File: config.mk
export PLATFORM = sky130hd
export DESIGN_NAME = tdm_demux_2ch_flat
export DESIGN_NICKNAME = d
export VERILOG_FILES = /design/src/rtl/tdm_demux_2ch_if.sv /design/src/rtl/tdm_demux_2ch.sv /design/src/flat_wrapper.sv
export SDC_FILE = /design/constraint.sdc
export NUM_CORES = 1
export LEC_CHECK = 0
export CAP_MARGIN = 25
export CORE_UTILIZATION = 58
export DETAILED_ROUTE_END_ITERATION = 6
export GPL_TIMING_DRIVEN = 0
export HOLD_SLACK_MARGIN = 0.15
export PLACE_DENSITY_LB_ADDON = 0.05
export REMOVE_ABC_BUFFERS = 1
export SLEW_MARGIN = 10
export SYNTH_ARGS = -nofsm -noshare
export SYNTH_HDL_FRONTEND = slang
export SYNTH_SLANG_ARGS = --single-unit
export TNS_END_PERCENT = 1
File: constraint.sdc
create_clock -name clk -period 2.8 [get_ports clk]
set_clock_uncertainty 0.05 [all_clocks]
set_input_delay 0.56 -clock clk [delete_from_list [all_inputs] [get_ports clk]]
set_output_delay 0.56 -clock clk [all_outputs]
set_load 0.01 [all_outputs]
File: src/rtl/tdm_demux_2ch_if.sv
// rtl/tdm_demux_2ch_if.sv - serial TDM input and demultiplexed channel outputs of tdm_demux_2ch
interface tdm_demux_2ch_if #(
    parameter int W = 8
);
    logic         din;
    logic         en;
    logic         sync;
    logic [W-1:0] y0;
    logic [W-1:0] y1;
    logic         vld;
    logic         err;
    logic         sel;
    logic         busy;
    logic [1:0]   perr;

    modport master (
        output din, en, sync,
        input  y0, y1, vld, err, sel, busy, perr
    );

    modport slave (
        input  din, en, sync,
        output y0, y1, vld, err, sel, busy, perr
    );
endinterface

File: src/rtl/tdm_demux_2ch.sv
// rtl/tdm_demux_2ch.sv - 2-channel bit-interleaved TDM demultiplexer with frame sync
// Optional per-channel even parity slots enabled by defining TDM_DEMUX_PARITY_EN.
module tdm_demux_2ch #(
    parameter int W = 8
) (
    input  logic            clk,
    input  logic            rst_n,
    tdm_demux_2ch_if.slave  bus
);
    localparam int KW = (W > 2) ? $clog2(W) : 1;
    localparam logic [KW-1:0] K_LAST = KW'(W - 1);

    typedef enum logic [2:0] {IDLE, RX0, RX1, PAR0, PAR1} state_t;

    state_t        state, state_n;
    logic [KW-1:0] k, k_n;
    logic [W-1:0]  sh0, sh0_n, sh1, sh1_n;
    logic [W-1:0]  y0_q, y0_n, y1_q, y1_n;
    logic          vld_q, vld_n, err_q, err_n;
`ifdef TDM_DEMUX_PARITY_EN
    logic          p0, p0_n;
    logic [1:0]    perr_q, perr_n;
`endif

    always_ff @(posedge clk or negedge rst_n) begin
        if (!rst_n) begin
            state <= IDLE;
            k     <= '0;
            sh0   <= '0;
            sh1   <= '0;
            y0_q  <= '0;
            y1_q  <= '0;
            vld_q <= 1'b0;
            err_q <= 1'b0;
`ifdef TDM_DEMUX_PARITY_EN
            p0     <= 1'b0;
            perr_q <= 2'b00;
`endif
        end else begin
            state <= state_n;
            k     <= k_n;
            sh0   <= sh0_n;
            sh1   <= sh1_n;
            y0_q  <= y0_n;
            y1_q  <= y1_n;
            vld_q <= vld_n;
            err_q <= err_n;
`ifdef TDM_DEMUX_PARITY_EN
            p0     <= p0_n;
            perr_q <= perr_n;
`endif
        end
    end

    always_comb begin
        state_n = state;
        k_n     = k;
        sh0_n   = sh0;
        sh1_n   = sh1;
        y0_n    = y0_q;
        y1_n    = y1_q;
        vld_n   = 1'b0;
        err_n   = 1'b0;
`ifdef TDM_DEMUX_PARITY_EN
        p0_n    = p0;
        perr_n  = perr_q;
`endif
        if (bus.en) begin
            if (bus.sync) begin
                // A sync always restarts the frame with this bit as ch0 bit 0;
                // it is only an error when it cuts a frame short.
                err_n    = (state != IDLE);
                state_n  = RX1;
                k_n      = '0;
                sh0_n    = '0;
                sh0_n[0] = bus.din;
                sh1_n    = '0;
            end else begin
                case (state)
                    RX0: begin
                        sh0_n[k] = bus.din;
                        state_n  = RX1;
                    end
                    RX1: begin
                        sh1_n[k] = bus.din;
                        if (k == K_LAST) begin
                            k_n = '0;
`ifdef TDM_DEMUX_PARITY_EN
                            state_n = PAR0;
`else
                            state_n = IDLE;
                            y0_n    = sh0;
                            y1_n    = sh1_n;
                            vld_n   = 1'b1;
`endif
                        end else begin
                            k_n     = k + KW'(1);
                            state_n = RX0;
                        end
                    end
`ifdef TDM_DEMUX_PARITY_EN
                    PAR0: begin
                        p0_n    = bus.din;
                        state_n = PAR1;
                    end
                    PAR1: begin
                        state_n = IDLE;
                        y0_n    = sh0;
                        y1_n    = sh1;
                        vld_n   = 1'b1;
                        perr_n  = {^sh1 ^ bus.din, ^sh0 ^ p0};
                    end
`endif
                    default: ;
                endcase
            end
        end
    end

    assign bus.y0   = y0_q;
    assign bus.y1   = y1_q;
    assign bus.vld  = vld_q;
    assign bus.err  = err_q;
    assign bus.sel  = (state == RX1) || (state == PAR1);
    assign bus.busy = (state != IDLE);
`ifdef TDM_DEMUX_PARITY_EN
    assign bus.perr = perr_q;
`else
    assign bus.perr = 2'b00;
`endif
endmodule

File: src/flat_wrapper.sv
// flat-port wrapper written by rule: the top's interface ports become plain ports
module tdm_demux_2ch_flat 
#(
    parameter int W = 8
)
  (clk, rst_n, bus_din, bus_en, bus_sync, bus_y0, bus_y1, bus_vld, bus_err, bus_sel, bus_busy, bus_perr);
  tdm_demux_2ch_if #(.W(W)) bus_i ();
  input  logic clk;
  input  logic rst_n;
  input wire logic [$bits(bus_i.din)-1:0] bus_din;
  input wire logic [$bits(bus_i.en)-1:0] bus_en;
  input wire logic [$bits(bus_i.sync)-1:0] bus_sync;
  output wire logic [$bits(bus_i.y0)-1:0] bus_y0;
  output wire logic [$bits(bus_i.y1)-1:0] bus_y1;
  output wire logic [$bits(bus_i.vld)-1:0] bus_vld;
  output wire logic [$bits(bus_i.err)-1:0] bus_err;
  output wire logic [$bits(bus_i.sel)-1:0] bus_sel;
  output wire logic [$bits(bus_i.busy)-1:0] bus_busy;
  output wire logic [$bits(bus_i.perr)-1:0] bus_perr;
  assign bus_i.din = bus_din;
  assign bus_i.en = bus_en;
  assign bus_i.sync = bus_sync;
  assign bus_y0 = bus_i.y0;
  assign bus_y1 = bus_i.y1;
  assign bus_vld = bus_i.vld;
  assign bus_err = bus_i.err;
  assign bus_sel = bus_i.sel;
  assign bus_busy = bus_i.busy;
  assign bus_perr = bus_i.perr;
  tdm_demux_2ch #(.W(W)) u_core (.clk(clk), .rst_n(rst_n), .bus(bus_i));
endmodule
# Word-level counts from Yosys, hierarchy flattened

Cells that the tools add are included.

Bits in registers: 40
Latch bits: 0
Bits in writable memories: 0
Memory bits (read-only): 0
Input port bits: 5
Output and inout port bits: 22
Logic and storage cells: 46
Memories: 0

Add/sub/neg operators: 1
Multiply operators: 0
Div/mod/pow operators: 0
$lt $le $gt $ge: 2
Equal/unequal tests: 4
Shifts and indexed selects: 0
Mux-type cells: 20
Bitwise operators: 1
Reduce and logical (&&, ||, !) cells: 10

Operators by type and width:

| cell                  | number |
|---|---|
| $mux W8               | 4 |
| $bwmux W8             | 2 |
| $mux W3               | 4 |
| $mux W1               | 8 |
| $eq A3 B3 Y1 const B  | 2 |
| $pmux W3 S2           | 1 |
| $reduce_and A2 Y1     | 3 |
| $reduce_bool A3 Y1    | 2 |
| $lt A3 B4 Y1 const B  | 1 |
| $reduce_and A4 Y1     | 1 |
| $reduce_bool A2 Y1    | 2 |
| $add A3 B1 Y3 const B | 1 |
| $demux W1 S3          | 1 |
| $eq A3 B1 Y1 const B  | 1 |
| $eq A3 B2 Y1 const B  | 1 |
| $ge A3 B1 Y1 const B  | 1 |
| $logic_and A1 B1 Y1   | 1 |
| $logic_or A1 B1 Y1    | 1 |
| $not A1 Y1            | 1 |

# Longest topological paths before layout

Gate-level depths: netlist of the first run.

Depth in word-level cells: 7
Gate-level depth with buffers: 6
Mapped depth without buffers: 5

# Least setup slack after synthesis of the first run

No wires, ideal clock.

Kind: input to register
Start point: in bus_en
End point: reg u_core.y0_q[6], in the netlist u_core.bus.y0[6]
Library setup time: 0.125 ns
Arrival: 1.522 ns
Data required time: 2.625 ns
Path slack: 1.103 ns
Stages: 6
Buffers on the path: 3
Path through: buf_4 and4bb_1 buf_6 nand2_8 buf_6 mux2_4

Longest elaborated chain between the ends: 1

RTL lines:

| item                        | line                | text |
|---|---|---|
| start: declaration          | flat_wrapper.sv:11  | `input wire logic [$bits(bus_i.en)-1:0] bus_en;` |
| $reduce_and A4 Y1 (no line) | n/a                 |  |
| end signal: assignment      | tdm_demux_2ch.sv:44 | `y0_q <= y0_n;` |
| end: declaration            | tdm_demux_2ch.sv:18 | `logic [W-1:0] y0_q, y0_n, y1_q, y1_n;` |

No other way between the ends.
A chain may end at the register's enable or synchronous reset.

# Worst setup path in the final report of the first run

Start point: reg u_core.state[1]
End point: out bus_sel

Longest elaborated chain between the ends: 2
Elaborated cells between the ends (all ways): 3
Those cells by class: 2 x eq/ne; 1 x reduce/logical

RTL lines:

| item                                         | line                 | text |
|---|---|---|
| start: declaration                           | tdm_demux_2ch.sv:15  | `state_t state, state_n;` |
| start signal: assignment                     | tdm_demux_2ch.sv:40  | `state <= state_n;` |
| $eq A3 B2 Y1 or $eq A3 B3 Y1 (tied branches) | tdm_demux_2ch.sv:124 | `assign bus.sel = (state == RX1) \|\| (state == PAR1);` |
| $logic_or A1 B1 Y1 *                         | tdm_demux_2ch.sv:124 |  |
| end: declaration                             | flat_wrapper.sv:17   | `output wire logic [$bits(bus_i.sel)-1:0] bus_sel;` |

Mark *: on every way between the ends. The rest lies on a longest branch, timed or not.

==> flow_summary.yaml, run 1 <==
cells_and_area:
  nNetsFinal: 187
  final_cells: 225
  antenna_cells: 0
  drive_gt1_frac: 0.127
  layout_commonest_cell: "dfrtp_1"
  layout_common_cells: "39 x dfrtp_1, 23 x clkdlybuf4s50_1, 16 x o21ai_0, 13 x mux2i_1"
  utilization: 0.711
  syn2layout_area_growth_pct: 15.4
clock_tree:
  cts_tree: "built"
  root_buffer: "clkbuf_4"
  path_clk_slew_ps: 120
  cts_buffers: 5
  cts_setup_buffers: 0
  cts-htree-levels: 2
  clock_sinks: 39
  cts_buffer_depth: 2
  clk_latency_ps: 350
  cts_resized: 0
  cts_hold_buf: 0
floorplanning:
  initial_core_util: 0.617
  die_h_um: 59.4
  rows: 20
  io_pins: 27
  die_area_um2: 3530
  coreArea_um2: 3100
  die_x_um: 59.4
logic_synthesis:
  ys_ff_latch: 39
  ys_types: 39
  netlist_instances: 164
  syn-cell-area_um2: 1910
  synth_top_flop_cell: "dfrtp_1"
  synth-edff-count: 0
  synth-warning-count: 0
  syn_area_per_cell_um2: 11.7
  async_flop_share: 1.00
  yosysSeqAreaShare: 0.510
sta:
  report.final.hold_viol_count: 0
  worst_pin_slew_ps: 849
  rsz0062_at_grt: "false"
  max_slew_margin: 0.434
  period_share: 0.895
  setup_viol: 0
  hold_ws_ps: 246
  drv_slew: 0
  timing.fmax_mhz: 399
  finalWorstPathRequiredPeriod_ps: 2510
grt:
  grt_util_all_layers: 0.245
  globalRoute.totalOverflow: 0
  grt_max_degree: 40
  grt_pass1_wl_um: 6240
  grt_antenna_before_repair: 0
  grt_pass1_vias: 1343
routing:
  detail-route-antenna-nets: 0
  drc: 0
  viasPerCell: 6.11
  drtIter0Drc: 36
  wl_per_cell_um: 16.6
  drt_pass1_iterations: 4
  via_count: 1375
  drt_wl_total_um: 3740
run:
  max_cap_viol_count: 0
critical_path:
  critical_path_arrival_ps: 1900
  crit_start: "u_core.state[1]"
  end_kind: "output pin"
  cp_max_fo: 10
  r2r-start: "u_core.k[1]"
  critPathKind: "reg -> out"
  cp.required_ps: 2190
  start_kind: "flip-flop"
placed_design:
  gp_congestion: 0.758
  dp.cells: 217
  port_buffers: 24
  hpwl_um: 2460
outcome:
  outcome: "finished clean"
power_and_ir_drop:
  switching_share: 0.263
  netSwitchingPower_uw: 304
  p_int_uw: 854
  clock_power_share: 0.343
  ir_worst_vdd_mv: 0.410
  comb_power_share: 0.121
  leakagePower_nw: 0.977
  p_per_area_nw_per_um2: 525
  seq_power_share: 0.536
min_path:
  hold_path.class: "in -> async"
==> cell usage after synthesis, types with 3 or more instances <==
master,instances,share of area
o21ai_0,16,0.042
o2bb2ai_1,3,0.014
nand3b_1,4,0.016
buf_4,3,0.012
nor2_1,3,0.0059
mux2i_1,13,0.068
a21oi_1,3,0.0078
mux2_2,8,0.047
nor3b_1,5,0.020
and3b_1,3,0.014
dfrtp_1,39,0.51
a32o_1,5,0.026
nand2_1,8,0.016
o221ai_1,8,0.037
clkbuf_1,9,0.018
==> path summary, 6_finish.rpt <==
path | to | slack [ps] | depth (start not counted)
worst min-delay path | u_core.bus.y1[0] | 250 | 1
max in group asynchronous | u_core.bus.y1[1] | 1910 | 1
worst max register to register | u_core.bus.y1[5] | 760 | 5
worst max-delay path | bus_sel | 290 | 2
min in group clk | u_core.sh1[5] | 460 | 1
worst min register to register | u_core.sh1[5] | 460 | 1
==> power groups by stage <==
stage | sequential, mW | clock (mW) | combinational, mW
3_3_place_gp | 0.631 | 0 | 0.132
6_report | 0.622 | 0.397 | 0.140
2_1_floorplan | 0.621 | 0 | 0.0878
3_5_place_dp | 0.632 | 0 | 0.140
4_1_cts | 0.620 | 0.411 | 0.140
5_1_grt | 0.626 | 0.431 | 0.156
==> metrics by stage <==
step	TNS (ps)	total power [mW]	setup WS [ps]	area, µm²
5_1_grt	0	1.21	129	2210
3_3_place_gp	0	0.763	24.3	2120
2_1_floorplan	0	0.709	1050	1830
6_report	0	1.16	294	2210
4_1_cts	0	1.17	72.1	2200
3_5_place_dp	-17.1	0.771	-15.0	2120
==> cells by family (layout without fill, tap and decap cells) <==
group                    Yosys count  after routing  synth area share
AO/OA/AOI/OAI                     43             43             0.159
other                              1              2           0.00196
adder cells (fa/ha/maj)            2              2            0.0131
flip-flops                        39             39             0.510
AND/OR/NAND/NOR                   38             38             0.135
multiplexers                      23             23             0.131
buffers and inverters             18             34            0.0504
==> area by class of cell <==
| type | instances | area, µm² |
|---|---|---|
| clock inverters | 2 | 35.0 |
| flip-flops and latches | 39 | 976 |
| well taps | 44 | 55.1 |
| repair buffers | 24 | 235 |
| clock buffers | 6 | 51.3 |
| inverters | 2 | 7.51 |
| fillers | 235 | 896 |
| multi-input cells | 108 | 847 |
==> metal layers <==
metal / vias up / GRT usage / wire [µm]
li1: 641 / - / -
met4: 0 / 0.0952 / 67
met1: 695 / 0.309 / 1670
met2: 31 / 0.406 / 1840
met3: 8 / 0.0590 / 153
met5: - / 0 / 0
==> state kept, by name, summed over array words and instances (netlist names) <==
name / flops
u_core.state: 2
u_core.bus.y1: 8
u_core.sh0: 8
u_core.k: 3
u_core.bus.y0: 8
u_core.bus.err: 1
u_core.bus.vld: 1
u_core.sh1: 8
==> critical path, cell delays in order, from the launching register on <==
cell	delay [ps]
dfrtp_1	450
nor2b_2	470
clkdlybuf4s50_1	630
Power figures use the tool's default switching activity.
==> run 2: changes to the inputs <==
--- a/config.mk
+++ b/config.mk
@@ -6,6 +6,7 @@
 export NUM_CORES = 1
 export LEC_CHECK = 0
 export CAP_MARGIN = 25
+export CORE_MARGIN = 1.5
 export CORE_UTILIZATION = 58
 export DETAILED_ROUTE_END_ITERATION = 6
 export GPL_TIMING_DRIVEN = 0
==> run 2 against run 1 <==
Effect of this change: global-route usage is 1.8 points lower; sequential power hardly changed; critical path depth stayed put; critical endpoint unchanged; largest cell class unchanged; largest power group unchanged; highest routed layer unchanged.
==> flow_summary.yaml, run 2 (same netlist as run 1, synthesis figures left out) <==
critical_path:
  cp.required_ps: 2190
  slowest_stage: "clkdlybuf4s50_1"
  cp_max_fo: 10
  critical_path_arrival_ps: 1910
  end_kind: "output pin"
  crit_path_cell_trace: "nor2b_2 -> clkdlybuf4s50_1"
  slowest_delay_ps: 630
  r2r_slack_ps: 720
  start_kind: "flip-flop"
  critPathKind: "reg -> out"
floorplanning:
  initial_core_util: 0.617
  io_pins: 27
  die_area_um2: 3650
  die_h_um: 60.4
  coreArea_um2: 3100
  die_x_um: 60.4
  rows: 20
sta:
  setup_viol: 0
  drv_slew: 0
  period_share: 0.899
  finalWorstPathRequiredPeriod_ps: 2520
  timing.fmax_mhz: 397
  worst_pin_slew_ps: 669
  rsz0062_at_grt: "false"
  max_slew_margin: 0.554
  report.final.hold_viol_count: 0
grt:
  grt_util_all_layers: 0.227
  grt_pass1_vias: 1303
  grt_antenna_before_repair: 0
  globalRoute.totalOverflow: 0
  grt_pass1_wl_um: 6000
  grt_max_degree: 23
placed_design:
  place_area_um2: 2150
  port_buffers: 24
  hpwl_um: 2430
  dp.cells: 218
  gp_congestion: 0.747
power_and_ir_drop:
  comb_power_share: 0.137
  clock_power_share: 0.264
  p_int_uw: 745
  netSwitchingPower_uw: 296
  ir_worst_vdd_mv: 0.299
  p_per_area_nw_per_um2: 472
  leakagePower_nw: 0.975
  seq_power_share: 0.600
  switching_share: 0.284
clock_tree:
  path_clk_slew_ps: 110
  clock_sinks: 39
  root_buffer: "clkbuf_4"
  cts_buffers: 5
  cts-htree-levels: 2
  cts_buffer_depth: 2
  clk_latency_ps: 350
  cts_setup_buffers: 0
  cts_tree: "built"
cells_and_area:
  antenna_cells: 0
  layout_commonest_cell: "dfrtp_1"
  drive_gt1_frac: 0.120
  layout_common_cells: "39 x dfrtp_1, 23 x clkdlybuf4s50_1, 16 x o21ai_0, 13 x mux2i_1"
  final_cells: 227
  nNetsFinal: 189
  syn2layout_area_growth_pct: 15.4
  design_area_um2: 2210
routing:
  detail-route-antenna-nets: 0
  wl_per_cell_um: 16.3
  drt_pass1_iterations: 6
  drt_wl_total_um: 3700
  via_count: 1360
  drtIter0Drc: 35
  viasPerCell: 5.99
  drc: 0
min_path:
  hold_path.class: "reg -> reg"
outcome:
  outcome: "finished clean"
run:
  max_cap_viol_count: 0
-- run 2: power by group through the flow --
stage / sequential [mW] / clock (mW) / combinational, mW
4_1_cts: 0.623 / 0.286 / 0.142
3_3_place_gp: 0.633 / 0 / 0.132
5_1_grt: 0.630 / 0.303 / 0.158
2_1_floorplan: 0.621 / 0 / 0.0878
3_5_place_dp: 0.635 / 0 / 0.141
6_report: 0.625 / 0.275 / 0.142
-- run 2: final cells by class --
class,count,area [µm²]
inverters,2,7.51
clock inverters,1,5.00
flip-flops and latches,39,976
repair buffers,26,273
multi-input cells,108,847
clock buffers,7,45.0
well taps,44,55.1
fillers,259,895
-- run 2: critical path: cells and delay by family, from the launching register on --
family,cells,cell delay (ps)
buf+inv,1,630
flops,1,450
simple gates,1,480
-- run 2: final timing paths --
| path | startpoint | end | depth (start not counted) |
|---|---|---|---|
| setup / recovery | u_core.state[1] | bus_sel | 2 |
| hold / removal | u_core.sh1[0] | u_core.sh1[0] | 1 |
| setup reg to reg | u_core.k[1] | u_core.bus.y0[0] | 5 |
| hold reg to reg | u_core.sh1[0] | u_core.sh1[0] | 1 |
| max in group asynchronous | rst_n | u_core.bus.y0[6] | 3 |
| min in group asynchronous | rst_n | u_core.bus.y1[0] | 2 |
-- run 2: metal layers --
metal / up-vias / GRT usage / routed length [µm] / share of wire
li1: 645 / - / - / -
met1: 685 / 0.267 / 1670 / 0.45
met2: 26 / 0.382 / 1830 / 0.50
met3: 4 / 0.0618 / 135 / 0.037
met4: 0 / 0.118 / 61 / 0.016
met5: - / 0 / 0 / 0
-- run 2: repair_timing --
action                                  CTS  global route
resized for setup                         0             1
hold buffers                              1             0
endpoints found under the setup margin    0             1
hold endpoints to repair                 17             0
-- run 2: stage by stage --
| step | TNS, ps | worst slack [ps] | util | power (mW) | hold slack [ps] |
|---|---|---|---|---|---|
| final | 0 | 283 | 0.712 | 1.04 | 455 |
| after global routing | 0 | 237 | 0.712 | 1.09 | 471 |
| after CTS | 0 | 87.2 | 0.711 | 1.05 | 459 |
| after detailed placement | -0.978 | -0.978 | 0.692 | 0.775 | 437 |
| after global placement | 0 | 32.5 | 0.684 | 0.765 | 420 |
| after floorplan | 0 | 1050 | - | 0.709 | 214 |
==> run 3: changes to the inputs <==
--- a/config.mk
+++ b/config.mk
@@ -6,8 +6,10 @@
 export NUM_CORES = 1
 export LEC_CHECK = 0
 export CAP_MARGIN = 25
+export CELL_PAD_IN_SITES_DETAIL_PLACEMENT = 0
+export CELL_PAD_IN_SITES_GLOBAL_PLACEMENT = 1
 export CORE_MARGIN = 1.5
-export CORE_UTILIZATION = 58
+export CORE_UTILIZATION = 46
 export DETAILED_ROUTE_END_ITERATION = 6
 export GPL_TIMING_DRIVEN = 0
 export HOLD_SLACK_MARGIN = 0.15
==> run 3 against run 2 <==
Effect of this change: die area increased by 25%; combinational power about the same; largest cell class unchanged; hold slack got worse by 13 ps; setup slack got worse by 160 ps; non-clock buffer count unchanged; routed wire length increased by 2.4%; critical endpoint unchanged; highest routed layer unchanged; design area increased by 0.91%.
==> flow_summary.yaml, run 3 (same netlist as run 1, synthesis figures left out) <==
sta:
  report.final.hold_viol_count: 0
  max_slew_margin: 0.475
  timing.fmax_mhz: 373
  worst_pin_slew_ps: 786
  finalWorstPathRequiredPeriod_ps: 2680
  drv_slew: 0
  rsz0062_at_grt: "false"
  hold_ws_ps: 442
  period_share: 0.957
  fin_ws_ps: 119
  setup_viol: 0
floorplanning:
  die_h_um: 67.5
  io_pins: 27
  coreArea_um2: 4000
  initial_core_util: 0.478
  rows: 23
  die_x_um: 67.5
  die_area_um2: 4550
grt:
  globalRoute.totalOverflow: 0
  grt.busiest_layer: "met2"
  grt_antenna_before_repair: 0
  grt_util_all_layers: 0.194
  met1_usage: 0.265
  gr-usage-met3: 0.0417
  grt_pass1_wl_um: 6420
  grt_pass1_vias: 1357
  met2_usage: 0.290
  grt_max_degree: 32
routing:
  wl_per_cell_um: 16.4
  drc: 0
  detail-route-antenna-nets: 0
  via_count: 1340
  drtIter0Drc: 69
  drt_pass1_iterations: 5
  drt_wl_total_um: 3780
  viasPerCell: 5.80
clock_tree:
  cts_buffers: 5
  cts_setup_buffers: 0
  clock_sinks: 39
  cts_hold_buf: 1
  cts_tree: "built"
  root_buffer: "clkbuf_8"
  cts_buffer_depth: 2
  cts-htree-levels: 2
  cts_resized: 0
  clk_latency_ps: 280
  path_clk_slew_ps: 70
critical_path:
  cp_max_fo: 10
  critPathKind: "reg -> out"
  cp.required_ps: 2190
  crit_buf_inv: 1
  slowest_delay_ps: 670
  end_kind: "output pin"
  start_kind: "flip-flop"
  slowest_stage: "nor2b_1"
  crit_family: "simple AND/OR/NAND/NOR gates"
  r2r_slack_ps: 710
  crit_path_cell_trace: "nor2b_1 -> clkdlybuf4s50_1"
  critical_path_arrival_ps: 2070
cells_and_area:
  final_cells: 231
  layout_common_cells: "39 x dfrtp_1, 23 x clkdlybuf4s50_1, 16 x o21ai_0, 13 x mux2i_1"
  syn2layout_area_growth_pct: 16.5
  layout_commonest_cell: "dfrtp_1"
  nNetsFinal: 189
  drive_gt1_frac: 0.110
  antenna_cells: 0
placed_design:
  gp_congestion: 0.722
  dp.cells: 224
  place_ws_ps: -51.1
  hpwl_um: 2470
  port_buffers: 24
power_and_ir_drop:
  leakagePower_nw: 0.978
  ir_worst_vdd_mv: 0.293
  p_per_area_nw_per_um2: 496
  power_mw: 1.11
min_path:
  hold_path.class: "reg -> reg"
outcome:
  outcome: "finished clean"
run:
  max_cap_viol_count: 0
==> run 3: cell count changes in the layout (fill, tap and decap cells not counted), sizes merged <==
cell | previous run | this run
clkinv | 1 | 0
clkbuf | 7 | 6
==> run 3: final timing paths <==
kind                                  from               end  cells past startpoint
setup / recovery           u_core.state[1]           bus_sel                      2
hold / removal               u_core.sh1[5]     u_core.sh1[5]                      1
setup reg to reg               u_core.k[1]  u_core.bus.y0[0]                      5
hold reg to reg              u_core.sh1[5]     u_core.sh1[5]                      1
max in group asynchronous            rst_n   u_core.state[0]                      3
min in group asynchronous            rst_n  u_core.bus.y1[4]                      2
==> run 3: per-layer routing <==
layer  vias up  wire length [µm]
li1        638                 -
met1       659              1750
met2        34              1810
met3         9               141
met4         0                81
met5         -                 0
==> run 3: area by class of cell <==
type	count	area [µm²]
clock buffers	6	72.6
fillers	356	1770
inverters	2	7.51
multi-input cells	108	845
flip-flops and latches	39	976
well taps	50	62.6
repair buffers	26	265
==> run 3: through the flow <==
stage,instance area (µm²),util,TNS (ps)
finish,2230,0.557,0
global route,2230,0.557,0
CTS,2230,0.557,0
detailed placement,2150,0.536,-51.1
global placement,2130,0.533,0
floorplan,1830,-,0
==> run 3: where the power goes <==
group	internal (mW)	leakage, nW	total (mW)	switching (mW)
Clock	0.166	0.0371	0.338	0.172
Combinational	0.0655	0.407	0.142	0.0765
Sequential	0.581	0.533	0.626	0.0448
Total	0.812	0.978	1.11	0.293
